## config.mk

```make
export PLATFORM = sky130hd
export DESIGN_NAME = gradient_matrix_mult
export DESIGN_NICKNAME = d
export VERILOG_FILES = /design/src/rtl/gradient_pkg.sv /design/src/rtl/gm_element.sv /design/src/rtl/gradient_matrix_mult.sv
export SDC_FILE = /design/constraint.sdc
export NUM_CORES = 2
export LEC_CHECK = 0
export ABC_AREA = 1
export CAP_MARGIN = 25
export CORE_MARGIN = 3
export CORE_UTILIZATION = 58
export DETAILED_ROUTE_END_ITERATION = 10
export GPL_TIMING_DRIVEN = 0
export PLACE_DENSITY = 0.83
export SETUP_SLACK_MARGIN = 0.5
export SLEW_MARGIN = 20
export SYNTH_ARGS = -nofsm -noshare
export SYNTH_HDL_FRONTEND = slang
export SYNTH_SLANG_ARGS = --single-unit
```

## constraint.sdc

```tcl
create_clock -name Clock -period 17.4 [get_ports Clock]
set_input_delay 3.48 -clock Clock [delete_from_list [all_inputs] [get_ports Clock]]
set_output_delay 3.48 -clock Clock [all_outputs]
set_load 0.01 [all_outputs]
```

## src/rtl/gradient_pkg.sv

```systemverilog
// rtl/gradient_pkg.sv - shared constants, Sobel kernels and FSM state type for gradient_matrix_mult
//   ELEM_W/N/ACC_W/MAT_W : element width, matrix order, signed accumulator width, packed matrix width
//   KX/KY                : fixed Sobel coefficient matrices
//   state_t              : engine FSM states
package gradient_pkg;

    localparam int ELEM_W = 24;
    localparam int N      = 3;
    localparam int ACC_W  = 27;
    localparam int MAT_W  = ELEM_W * N * N;

    localparam logic [ELEM_W-1:0] SAT_MAX = {ELEM_W{1'b1}};

    localparam logic signed [2:0] KX [N][N] = '{
        '{-3'sd1, 3'sd0, 3'sd1},
        '{-3'sd2, 3'sd0, 3'sd2},
        '{-3'sd1, 3'sd0, 3'sd1}
    };

    localparam logic signed [2:0] KY [N][N] = '{
        '{-3'sd1, -3'sd2, -3'sd1},
        '{ 3'sd0,  3'sd0,  3'sd0},
        '{ 3'sd1,  3'sd2,  3'sd1}
    };

    typedef enum logic [1:0] {
        IDLE = 2'd0,
        CALC = 2'd1,
        DONE = 2'd2
    } state_t;

endpackage

```

## src/rtl/gm_element.sv

```systemverilog
// rtl/gm_element.sv - combinational |Gx|+|Gy| for one output element, saturated to ELEM_W
//   col_i : column j of the latched window, row k at col_i[k*ELEM_W +: ELEM_W]
//   row_i : output row index i (values above N-1 behave as row 0)
//   gm_o  : saturated gradient magnitude for element (i,j)
module gm_element
    import gradient_pkg::*;
(
    input  logic [N*ELEM_W-1:0] col_i,
    input  logic [1:0]          row_i,
    output logic [ELEM_W-1:0]   gm_o
);

    logic        [1:0]       row_sel;
    logic signed [ACC_W-1:0] elem;
    logic signed [ACC_W-1:0] kx_ext;
    logic signed [ACC_W-1:0] ky_ext;
    logic signed [ACC_W-1:0] gx;
    logic signed [ACC_W-1:0] gy;
    logic        [ACC_W-1:0] abs_gx;
    logic        [ACC_W-1:0] abs_gy;
    // One extra bit so the magnitude sum can never wrap before saturation.
    logic        [ACC_W:0]   mag;

    always_comb begin
        row_sel = (row_i > 2'd2) ? 2'd0 : row_i;
        gx      = '0;
        gy      = '0;
        elem    = '0;
        kx_ext  = '0;
        ky_ext  = '0;
        for (int k = 0; k < N; k++) begin
            elem   = $signed({{(ACC_W-ELEM_W){1'b0}}, col_i[k*ELEM_W +: ELEM_W]});
            kx_ext = $signed({{(ACC_W-3){KX[row_sel][k][2]}}, KX[row_sel][k]});
            ky_ext = $signed({{(ACC_W-3){KY[row_sel][k][2]}}, KY[row_sel][k]});
            gx     = gx + kx_ext * elem;
            gy     = gy + ky_ext * elem;
        end
        abs_gx = gx[ACC_W-1] ? ACC_W'(-gx) : ACC_W'(gx);
        abs_gy = gy[ACC_W-1] ? ACC_W'(-gy) : ACC_W'(gy);
        mag    = {1'b0, abs_gx} + {1'b0, abs_gy};
        if (mag > {{(ACC_W+1-ELEM_W){1'b0}}, SAT_MAX}) begin
            gm_o = SAT_MAX;
        end else begin
            gm_o = mag[ELEM_W-1:0];
        end
    end

endmodule

```

## src/rtl/gradient_matrix_mult.sv

```systemverilog
// rtl/gradient_matrix_mult.sv - sequential 3x3 Sobel gradient-magnitude engine, one element per cycle
//   Clock  : rising-edge clock
//   reset  : asynchronous active-high, clears all state
//   Enable : level start/hold request
//   A      : input window, element (i,j) at A[(i*3+j)*24 +: 24]
//   GM     : gradient magnitude matrix, same packing as A
//   done   : high while the result is held in DONE
module gradient_matrix_mult
    import gradient_pkg::*;
(
    input  logic             Clock,
    input  logic             reset,
    input  logic             Enable,
    input  logic [MAT_W-1:0] A,
    output logic [MAT_W-1:0] GM,
    output logic             done
);

    localparam logic [3:0] LAST_IDX  = 4'd8;
    localparam logic [3:0] DRAIN_IDX = 4'd9;

    state_t             state_q;
    logic [3:0]         idx_q;
    logic [MAT_W-1:0]   a_q;
    logic [MAT_W-1:0]   gm_q;
    logic               done_q;

    logic [1:0]         row_idx;
    logic [1:0]         col_idx;
    logic [N*ELEM_W-1:0] col_d;
    logic [ELEM_W-1:0]  elem_d;

    assign row_idx = 2'(idx_q / 4'd3);
    assign col_idx = 2'(idx_q % 4'd3);

    always_comb begin
        col_d = '0;
        for (int k = 0; k < N; k++) begin
            col_d[k*ELEM_W +: ELEM_W] = a_q[(k*N + int'(col_idx))*ELEM_W +: ELEM_W];
        end
    end

    gm_element u_gm_element (
        .col_i (col_d),
        .row_i (row_idx),
        .gm_o  (elem_d)
    );

    // idx runs 0..8 writing GM, then one drain step at idx 9 so done is
    // registered on the edge after the final element write.
    always_ff @(posedge Clock or posedge reset) begin
        if (reset) begin
            state_q <= IDLE;
            idx_q   <= '0;
            a_q     <= '0;
            gm_q    <= '0;
            done_q  <= 1'b0;
        end else begin
            case (state_q)
                IDLE: begin
                    done_q <= 1'b0;
                    if (Enable) begin
                        a_q     <= A;
                        idx_q   <= '0;
                        state_q <= CALC;
                    end
                end
                CALC: begin
                    if (idx_q <= LAST_IDX) begin
                        gm_q[int'(idx_q)*ELEM_W +: ELEM_W] <= elem_d;
                        idx_q <= idx_q + 4'd1;
                    end
                    if (idx_q == DRAIN_IDX) begin
                        done_q  <= 1'b1;
                        state_q <= DONE;
                    end
                end
                DONE: begin
                    if (!Enable) begin
                        done_q  <= 1'b0;
                        idx_q   <= '0;
                        state_q <= IDLE;
                    end
                end
                default: begin
                    done_q  <= 1'b0;
                    idx_q   <= '0;
                    state_q <= IDLE;
                end
            endcase
        end
    end

    assign GM   = gm_q;
    assign done = done_q;

endmodule

```

==> results.json <==
{
  "status": "finished, final reports clean",
  "drive_gt1_share_pct": 8.148,
  "min_period_ns": 13.23,
  "ys_types": 54,
  "grt_pass1_wl_um": 190000,
  "grt.overflow.total": 0,
  "n_antenna_cell": 0,
  "crit_path_frequent_cell": "nand2_1",
  "wl_um": 125900,
  "drc": 0,
  "drtPass1Iterations": 6,
  "cts_inserted_buffers": 47,
  "start_util_pct": 59.03,
  "cp_max_fo": 12,
  "fmax_mhz": 75.60,
  "nNetsFinal": 5559,
  "gr-usage-met2_pct": 61.68,
  "mostFrequentLayoutCell": "nand2_1",
  "num-fill-cells": 4719,
  "critical_path_class": "flop to flop",
  "min_path_type": "flop to flop",
  "drtAntennaViolNets": 0,
  "cts_tree": "built",
  "cp.required_ns": 17.89,
  "grt_max_degree": 110,
  "grt_pass1_vias": 32470,
  "viasPerCell": 5.814,
  "synth_area_mm2": 0.03503,
  "dieArea_mm2": 0.06339,
  "slowest_delay_ns": 0.58,
  "grt_use_met3_pct": 8.164,
  "antenna_found_initial": 1,
  "worst_slew_pin_slew_ns": 0.8364,
  "async_reset_ff_share_pct": 100.0,
  "cts.sinks": 439,
  "area_growth_pct": 20.46,
  "synth-main-ff-cell": "dfrtp_1",
  "place.gp.congestion": 1.007,
  "hpwl_um": 103000,
  "grt_setup_unrepaired": "false",
  "htree_levels": 2,
  "vias": 33250,
  "timing.final.crit_share_pct": 76.02,
  "core_area_mm2": 0.05935,
  "clockRootBuffer": "clkbuf_16",
  "ys_ff_latch": 439,
  "path_clk_slew_ns": 0.06,
  "synth_cells": 4419,
  "cp-start-kind": "flop",
  "crit_slowest_cell": "buf_1",
  "worstSetupEndpointType": "flop",
  "holdWs_ns": 0.4748,
  "drv_slew": 0,
  "post_drt_wl_per_cell_um": 22.02,
  "first_iter_violations": 3467,
  "rows": 89,
  "cts_resized": 0,
  "drv_cap": 0,
  "fin_skew_ns": 0.04205,
  "crit_arrival_ns": 13.72,
  "hold_viol": 0,
  "clockBufferDepth": 3,
  "grtUsageTotal_pct": 39.31,
  "finalSetupViolCount": 0,
  "post-route-util_pct": 71.10,
  "io-pin-count": 436,
  "syn_avg_cell_area_um2": 7.928,
  "numPortBuffers": 435,
  "synth-edff-count": 0,
  "post-cts-setup-buffer-count": 0,
  "die_h_um": 251.8,
  "ys_seq_area_share_pct": 31.36,
  "die_w_um": 251.8,
  "clock_latency_ns": 0.63,
  "relSlewSlack_pct": 44.24,
  "use_met1_pct": 52.01,
  "grt.busiest_layer": "met2",
  "yosysWarnings": 0,
  "layout_common_cells": "nand2_1, inv_1, nor2_1",
  "hold_buffers": 0
}
[layout make-up]
cell class / instances / area (µm²) / area share, %
multi-input combinational: 3239 / 21120 / 50.05
sequential: 439 / 10990 / 26.03
timing repair buffer: 439 / 4464 / 10.58
inverter: 567 / 2141 / 5.073
clock buffer: 65 / 1334 / 3.160
tap: 773 / 967.2 / 2.292
buffer: 175 / 797.0 / 1.889
clock inverter: 22 / 390.4 / 0.9250
[flip-flops by register name, indices dropped and copies added (netlist names)]
signal / cells
state_q: 2
idx_q: 4
a_q: 216
done: 1
GM: 216
[kinds of logic (layout without fill, tap and decap cells)]
group / after synthesis / in the layout / synth area share (%)
buffers and inverters: 742 / 1268 / 8.364
and+or+nand+nor: 2031 / 2031 / 24.32
AOI/OAI and AO/OA: 534 / 534 / 8.975
xor gates and xnor gates: 99 / 99 / 2.496
adders and majority gates: 432 / 432 / 19.95
muxes: 141 / 141 / 4.532
other: 1 / 2 / 0.01070
DFF: 439 / 439 / 31.36
[worst max-delay path: cells and delay by family, from the launching register on]
family	cells	cell delay [ns]
XOR/XNOR	3	0.69
flip-flops	1	0.51
adder cells (fa/ha/maj)	10	4.07
buffers and inverters	13	2.62
AND/OR/NAND/NOR	23	3.49
AO/OA/AOI/OAI	8	1.70
[Yosys cell counts, drive strengths merged (10+ instances only)]
| master | instances | area, µm² |
|---|---|---|
| mux2 | 141 | 1588 |
| a21oi | 184 | 939.7 |
| ha | 221 | 2765 |
| nand2 | 1133 | 4273 |
| fa | 211 | 4224 |
| dfrtp | 439 | 10990 |
| nor3 | 14 | 80.08 |
| nor2 | 511 | 2046 |
| a21o | 12 | 90.09 |
| nand4 | 64 | 406.6 |
| a32oi | 11 | 178.9 |
| xnor2 | 34 | 297.8 |
| o21ai | 213 | 1100 |
| inv | 565 | 2126 |
| o211ai | 38 | 285.3 |
| o21bai | 25 | 187.7 |
| o31ai | 14 | 105.1 |
| clkbuf | 100 | 375.4 |
| nand3 | 235 | 1226 |
| xor2 | 65 | 576.8 |
| nand3b | 10 | 87.58 |
| and2 | 46 | 287.8 |
| o22ai | 25 | 162.6 |
| buf | 75 | 421.7 |
[path summary, 6_finish.rpt]
kind | startpoint | end | slack [ns] | cells past startpoint
min in group asynchronous | reset | GM[1] | 3.34 | 2
setup / recovery | idx_q[0] | GM[189] | 4.17 | 57
setup reg to reg | idx_q[0] | GM[189] | 4.17 | 57
max in group asynchronous | reset | a_q[19] | 12.84 | 4
hold reg to reg | GM[168] | GM[168] | 0.47 | 2
hold / removal | GM[168] | GM[168] | 0.47 | 2
[per-stage QoR]
step | setup WS [ns] | std cells | setup TNS (ns) | instance area, µm²
global placement | -3.709 | 5628 | -1588.92 | 40360
global route | 3.422 | 5719 | 0 | 42200
detailed placement | 4.581 | 5632 | 0 | 40480
finish | 4.172 | 5719 | 0 | 42200
floorplan | 1.690 | 4420 | 0 | 35040
CTS | 4.497 | 5719 | 0 | 42200
[routing by layer]
metal  part of all wire [%]  wire length, µm  vias up
met1                     39            49270    15860
li1                       -                -    15090
met2                     44            56030     1925
met5                      0                0        -
met3                     10            12890      377
met4                    6.2             7746        0
Power is left out: the tool's default activity adds up to more than one toggle a clock period on the data nets, which glitch-free logic cannot reach.
